**src/rtl/cordic_pkg.sv**
```systemverilog
// Shared types and helpers for the CORDIC engine scheduler.
// Holds the scheduler state encoding, default operand width and channel-index width helper.
package cordic_pkg;

    typedef enum logic [1:0] {
        ARB,
        LAUNCH,
        WAIT,
        PUBLISH
    } sched_state_e;

    localparam int BIT_WIDTH_DEF = 24;

    // Channel index width, never less than one bit.
    function automatic int ch_w(input int n);
        return (n > 1) ? $clog2(n) : 1;
    endfunction

endpackage

```
**src/rtl/rr_arbiter.sv**
```systemverilog
// Combinational round-robin arbiter: first request at or above ptr_i, with wrap.
// Ports: req_i request vector, ptr_i search start, gnt_o one-hot grant, idx_o grant index, any_o grant valid.
module rr_arbiter
    import cordic_pkg::*;
#(
    parameter int N = 4,
    localparam int W = ch_w(N)
) (
    input  logic [N-1:0] req_i,
    input  logic [W-1:0] ptr_i,
    output logic [N-1:0] gnt_o,
    output logic [W-1:0] idx_o,
    output logic         any_o
);

    always_comb begin
        int j;
        gnt_o = '0;
        idx_o = '0;
        any_o = 1'b0;
        j = 0;
        for (int k = 0; k < N; k++) begin
            // ptr_i is always below N, so one conditional subtract wraps
            j = int'(ptr_i) + k;
            if (j >= N) begin
                j = j - N;
            end
            if (!any_o && req_i[j]) begin
                any_o    = 1'b1;
                gnt_o[j] = 1'b1;
                idx_o    = W'(j);
            end
        end
    end

endmodule

```
**src/rtl/cordic_scheduler.sv**
```systemverilog
// Shares one iterative CORDIC phase engine between N_CH channels with round-robin grant,
// start sequencing, done timeout and tagged result publication.
// Ports: clk_i/rst_i (sync, active-high); req_valid_i/req_ready_o/req_sin_i/req_cos_i channel
// requests; eng_start_o/eng_sin_o/eng_cos_o/eng_phi_i/eng_done_i engine side; res_valid_o/
// res_ch_o/res_phi_o result strobe; err_timeout_o sticky timeout; busy_o not in ARB.
module cordic_scheduler
    import cordic_pkg::*;
#(
    parameter int N_CH           = 4,
    parameter int BIT_WIDTH      = BIT_WIDTH_DEF,
    parameter int START_LEN      = 2,
    parameter int TIMEOUT_CYCLES = 64,
    localparam int CH_BITS       = ch_w(N_CH)
) (
    input  logic                      clk_i,
    input  logic                      rst_i,
    input  logic [N_CH-1:0]           req_valid_i,
    output logic [N_CH-1:0]           req_ready_o,
    input  logic [N_CH*BIT_WIDTH-1:0] req_sin_i,
    input  logic [N_CH*BIT_WIDTH-1:0] req_cos_i,
    output logic                      eng_start_o,
    output logic [BIT_WIDTH-1:0]      eng_sin_o,
    output logic [BIT_WIDTH-1:0]      eng_cos_o,
    input  logic [BIT_WIDTH-1:0]      eng_phi_i,
    input  logic                      eng_done_i,
    output logic                      res_valid_o,
    output logic [CH_BITS-1:0]        res_ch_o,
    output logic [BIT_WIDTH-1:0]      res_phi_o,
    output logic                      err_timeout_o,
    output logic                      busy_o
);

    localparam int CNT_W = $clog2(TIMEOUT_CYCLES + START_LEN + 1);
    localparam logic [CNT_W-1:0] START_END = CNT_W'(START_LEN);
    localparam logic [CNT_W-1:0] TMO_END   = CNT_W'(TIMEOUT_CYCLES);
    localparam logic [CNT_W-1:0] CNT_ONE   = CNT_W'(1);

    sched_state_e         state_q, state_d;
    logic [CH_BITS-1:0]   ptr_q, ptr_d;
    logic [CH_BITS-1:0]   gnt_q, gnt_d;
    logic [BIT_WIDTH-1:0] sin_q, sin_d;
    logic [BIT_WIDTH-1:0] cos_q, cos_d;
    logic [BIT_WIDTH-1:0] phi_q, phi_d;
    logic [CNT_W-1:0]     cnt_q, cnt_d;
    logic                 err_q, err_d;

    logic [N_CH-1:0]      arb_gnt;
    logic [CH_BITS-1:0]   arb_idx;
    logic                 arb_any;

    rr_arbiter #(
        .N(N_CH)
    ) u_arb (
        .req_i(req_valid_i),
        .ptr_i(ptr_q),
        .gnt_o(arb_gnt),
        .idx_o(arb_idx),
        .any_o(arb_any)
    );

    always_comb begin
        state_d     = state_q;
        ptr_d       = ptr_q;
        gnt_d       = gnt_q;
        sin_d       = sin_q;
        cos_d       = cos_q;
        phi_d       = phi_q;
        cnt_d       = cnt_q;
        err_d       = err_q;
        req_ready_o = '0;
        unique case (state_q)
            ARB: begin
                if (arb_any) begin
                    req_ready_o = arb_gnt;
                    sin_d = req_sin_i[int'(arb_idx)*BIT_WIDTH +: BIT_WIDTH];
                    cos_d = req_cos_i[int'(arb_idx)*BIT_WIDTH +: BIT_WIDTH];
                    ptr_d = (arb_idx == CH_BITS'(N_CH - 1)) ? '0 : arb_idx + 1'b1;
                    gnt_d   = arb_idx;
                    cnt_d   = CNT_ONE;
                    state_d = LAUNCH;
                end
            end
            LAUNCH: begin
                if (cnt_q == START_END) begin
                    cnt_d   = CNT_ONE;
                    state_d = WAIT;
                end else begin
                    cnt_d = cnt_q + 1'b1;
                end
            end
            WAIT: begin
                // done takes priority over a coincident timeout
                if (eng_done_i) begin
                    phi_d   = eng_phi_i;
                    state_d = PUBLISH;
                end else if (cnt_q == TMO_END) begin
                    err_d   = 1'b1;
                    state_d = ARB;
                end else begin
                    cnt_d = cnt_q + 1'b1;
                end
            end
            PUBLISH: begin
                state_d = ARB;
            end
        endcase
    end

    always_ff @(posedge clk_i) begin
        if (rst_i) begin
            state_q <= ARB;
            ptr_q   <= '0;
            gnt_q   <= '0;
            sin_q   <= '0;
            cos_q   <= '0;
            phi_q   <= '0;
            cnt_q   <= '0;
            err_q   <= 1'b0;
        end else begin
            state_q <= state_d;
            ptr_q   <= ptr_d;
            gnt_q   <= gnt_d;
            sin_q   <= sin_d;
            cos_q   <= cos_d;
            phi_q   <= phi_d;
            cnt_q   <= cnt_d;
            err_q   <= err_d;
        end
    end

    assign eng_start_o   = (state_q == LAUNCH);
    assign eng_sin_o     = sin_q;
    assign eng_cos_o     = cos_q;
    assign res_valid_o   = (state_q == PUBLISH);
    assign res_ch_o      = res_valid_o ? gnt_q : '0;
    assign res_phi_o     = res_valid_o ? phi_q : '0;
    assign err_timeout_o = err_q;
    assign busy_o        = (state_q != ARB);

endmodule

```
**config.mk**
```make
export PLATFORM = sky130hd
export DESIGN_NAME = cordic_scheduler
export DESIGN_NICKNAME = d
export VERILOG_FILES = /design/src/rtl/cordic_pkg.sv /design/src/rtl/rr_arbiter.sv /design/src/rtl/cordic_scheduler.sv
export SDC_FILE = /design/constraint.sdc
export NUM_CORES = 1
export LEC_CHECK = 0
export ABC_AREA = 0
export BUFFER_PORTS_ARGS = -buffer_cell sky130_fd_sc_hd__buf_2
export CAP_MARGIN = 10
export CORE_MARGIN = 10
export CORE_UTILIZATION = 45
export CTS_BUF_LIST = sky130_fd_sc_hd__clkbuf_4 sky130_fd_sc_hd__clkbuf_8 sky130_fd_sc_hd__clkbuf_16
export DETAILED_ROUTE_END_ITERATION = 8
export MAX_ROUTING_LAYER = met4
export PLACE_DENSITY_LB_ADDON = 0.08
export SETUP_SLACK_MARGIN = 0.5
export SYNTH_ARGS = -nofsm -noshare
export SYNTH_HDL_FRONTEND = slang
export SYNTH_SLANG_ARGS = --single-unit
```
**constraint.sdc**
```tcl
create_clock -name clk_i -period 5.1 [get_ports clk_i]
set_clock_uncertainty 0.05 [all_clocks]
set_input_delay 0.765 -clock clk_i [delete_from_list [all_inputs] [get_ports clk_i]]
set_output_delay 0.765 -clock clk_i [all_outputs]
set_load 0.005 [all_outputs]
```
==> flow_metrics.env <==
export IMPL_start_util_pct=45.7
export IMPL_yosysWarnings=0
export IMPL_required_ns=5.28
export IMPL_min_path_type="flop to flop"
export IMPL_syn_nets=909
export IMPL_final_hold_violation_count=0
export IMPL_synth_common_cells="dfxtp_1, and2_1, nand2_1, nor3_1"
export IMPL_cts_setup_buffers=0
export IMPL_multi_input_area_sq_um=3670
export IMPL_setup_worst_path_end_class="flop"
export IMPL_die_w_um=133
export IMPL_setup_tns_ns=0
export IMPL_maxSlewHeadroom_pct=18.8
export IMPL_ios=305
export IMPL_track_usage_pct=25.4
export IMPL_syn_area_sq_um=5740
export IMPL_synth_top_area_share_pct=30.0
export IMPL_rsz0062_at_grt="no"
export IMPL_hold_buffers=0
export IMPL_fin_crit_sh_pct=79.3
export IMPL_synthToLayoutAreaGrowth_pct=31.6
export IMPL_cts_htree_levels=3
export IMPL_rr_startpoint="ptr_q[0]"
export IMPL_max_freq_mhz=247
export IMPL_setup_violations=0
export IMPL_clk_pin_slew_ns=0.07
export IMPL_coreArea_sq_um=12600
export IMPL_antenna_found_initial=9
export IMPL_p_per_area_nw_per_um2=499
export IMPL_vdd_drop_max_mv=0.191
export IMPL_dieArea_sq_um=17700
export IMPL_pre_cts_slack_ns=1.08
export IMPL_synth_cell_types=51
export IMPL_cts_resized=0
export IMPL_num_vias=6568
export IMPL_vias_per_cell=5.88
export IMPL_rows=41
export IMPL_area_sequential_sq_um=1720
export IMPL_maxSlewViolCount=0
export IMPL_final_fill_count=1126
export IMPL_die_y_um=133
export IMPL_synth_edff_count=0
export IMPL_drtAntennaViolNets=0
export IMPL_drtPass1Iterations=5
export IMPL_clock_latency_ns=0.34
export IMPL_fin_cells=1117
export IMPL_drt_wirelength_per_cell_um=20.9
export IMPL_dp_hpwl_um=17400
export IMPL_timing_final_ws_setup_ns=1.06
export IMPL_io_buffer_count=304
export IMPL_maxCapViolCount=0
export IMPL_globalplace_congestion=0.889
export IMPL_start_kind="flop"
export IMPL_finalPower_w=0.00377
export IMPL_routed_wl_um=23400
export IMPL_status="completed"
export IMPL_nNetsFinal=1165
export IMPL_layout_drive_gt1_share_pct=42.0
export IMPL_yosysMostFrequentCell="dfxtp_1"
export IMPL_yosys_most_used_dff="dfxtp_1"
export IMPL_synth_avg_cell_area_sq_um=8.51
export IMPL_cts_sinks=86
export IMPL_grt_max_degree=57
export IMPL_cts_made_buffers=9
export IMPL_grt_pass1_vias=6795
export IMPL_drc=0
export IMPL_cp_startpoint="ptr_q[0]"
export IMPL_clockBufferDepth=2
export IMPL_dp_cells=1092
export IMPL_grt_overflow_total=0
export IMPL_drt_iter0_markers=461
export IMPL_ys_top_cells_by_area="dfxtp_1, and2_1, a221o_1, a211oi_1, mux2_2"
export IMPL_ys_async_sr_fraction_pct=0
export IMPL_cp_data_arrival_time_ns=4.22
export IMPL_hold_start="phi_q[10]"
export IMPL_synth_area_leader_cell="dfxtp_1"
export IMPL_synth_cells=675
export IMPL_clockRootBuffer="clkbuf_16"
export IMPL_synth_seq_area_share_pct=30.0
export IMPL_min_period_ns=4.04
export IMPL_ys_ff_latch=86
export IMPL_grt_first_pass_wirelength_um=36000
export IMPL_tightest_slew_ns=1.22
export IMPL_whs_ns=0.398
export IMPL_critPathMaxFanout=24
export IMPL_p_leak_nw=3.43
export IMPL_path_class="flop to flop"
export IMPL_cts_tree="done"
final timing paths:
| kind | end | cells after the start | slack [ns] |
|---|---|---|---|
| worst max-delay path | eng_sin_o[23] | 9 | 1.06 |
| worst min-delay path | phi_q[10] | 2 | 0.40 |
| worst max register to register | eng_sin_o[23] | 9 | 1.06 |
| worst min register to register | phi_q[10] | 2 | 0.40 |
worst max-delay path: stages (launching register included):
cell	delay, ns
dfxtp_2	0.61
inv_2	0.08
ha_1	0.47
mux4_2	0.66
o21ba_2	0.29
o21ai_1	0.07
nand2_2	0.60
buf_4	0.38
mux2_2	0.36
a221o_1	0.34
layout by cell type (no fill, tap or decap), types with 5 or more instances in the layout:
master,instances
xor2_1,5
mux2_4,20
o22ai_1,49
a211oi_1,49
clkbuf_16,9
nor2_1,24
nor3_1,50
a21oi_1,31
and2_1,78
diode_2,9
nand2_1,57
buf_2,304
dfxtp_1,85
inv_1,10
mux2_2,29
ha_1,11
a221oi_1,5
a221o_1,48
buf_4,7
per-stage QoR:
step	instance area [sq um]	utilization (%)
CTS	7530	60.0
finish	7560	60.1
floorplan	5740	-
global route	7560	60.1
global placement	7220	57.5
detailed placement	7220	57.5
report_power, final:
part           leakage [nW]  switching [W]  internal, W
Sequential            0.706       0.000123     0.000844
Combinational          2.58        0.00117     0.000953
Clock                 0.144       0.000282     0.000406
area by class of cell:
| type | count | share of cell area, % |
|---|---|---|
| timing repair buffer | 311 | 20.8 |
| antenna | 9 | 0.298 |
| inverter | 11 | 0.546 |
| clock inverter | 5 | 0.762 |
| multi-input combinational | 512 | 48.6 |
| tap | 172 | 2.85 |
| clock buffer | 11 | 3.34 |
| sequential | 86 | 22.8 |
logic make-up after synthesis:
kind of cell / count (synthesis) / synth area share, %
fa+ha+maj: 11 / 2.40
xor+xnor: 8 / 1.22
buf+inv: 77 / 6.41
flops: 86 / 30.0
compound gates: 205 / 26.8
mux: 55 / 12.4
simple gates: 233 / 20.8
state kept, by name, summed over array words and instances (netlist names):
signal	flops
phi_q	24
state_q	2
gnt_q	2
eng_sin_o	24
err_timeout_o	1
ptr_q	2
cnt_q	7
eng_cos_o	24
routing by layer:
metal  vias up  global-route usage [%]  part of all wire [%]
met5         -                       -                     0
met4         0                    11.4                   2.9
met3        48                    5.49                   8.1
met2       360                    40.5                    48
met1      3091                    30.2                    41
li1       3069                       -                     -
(Power assumes the default switching activity.)
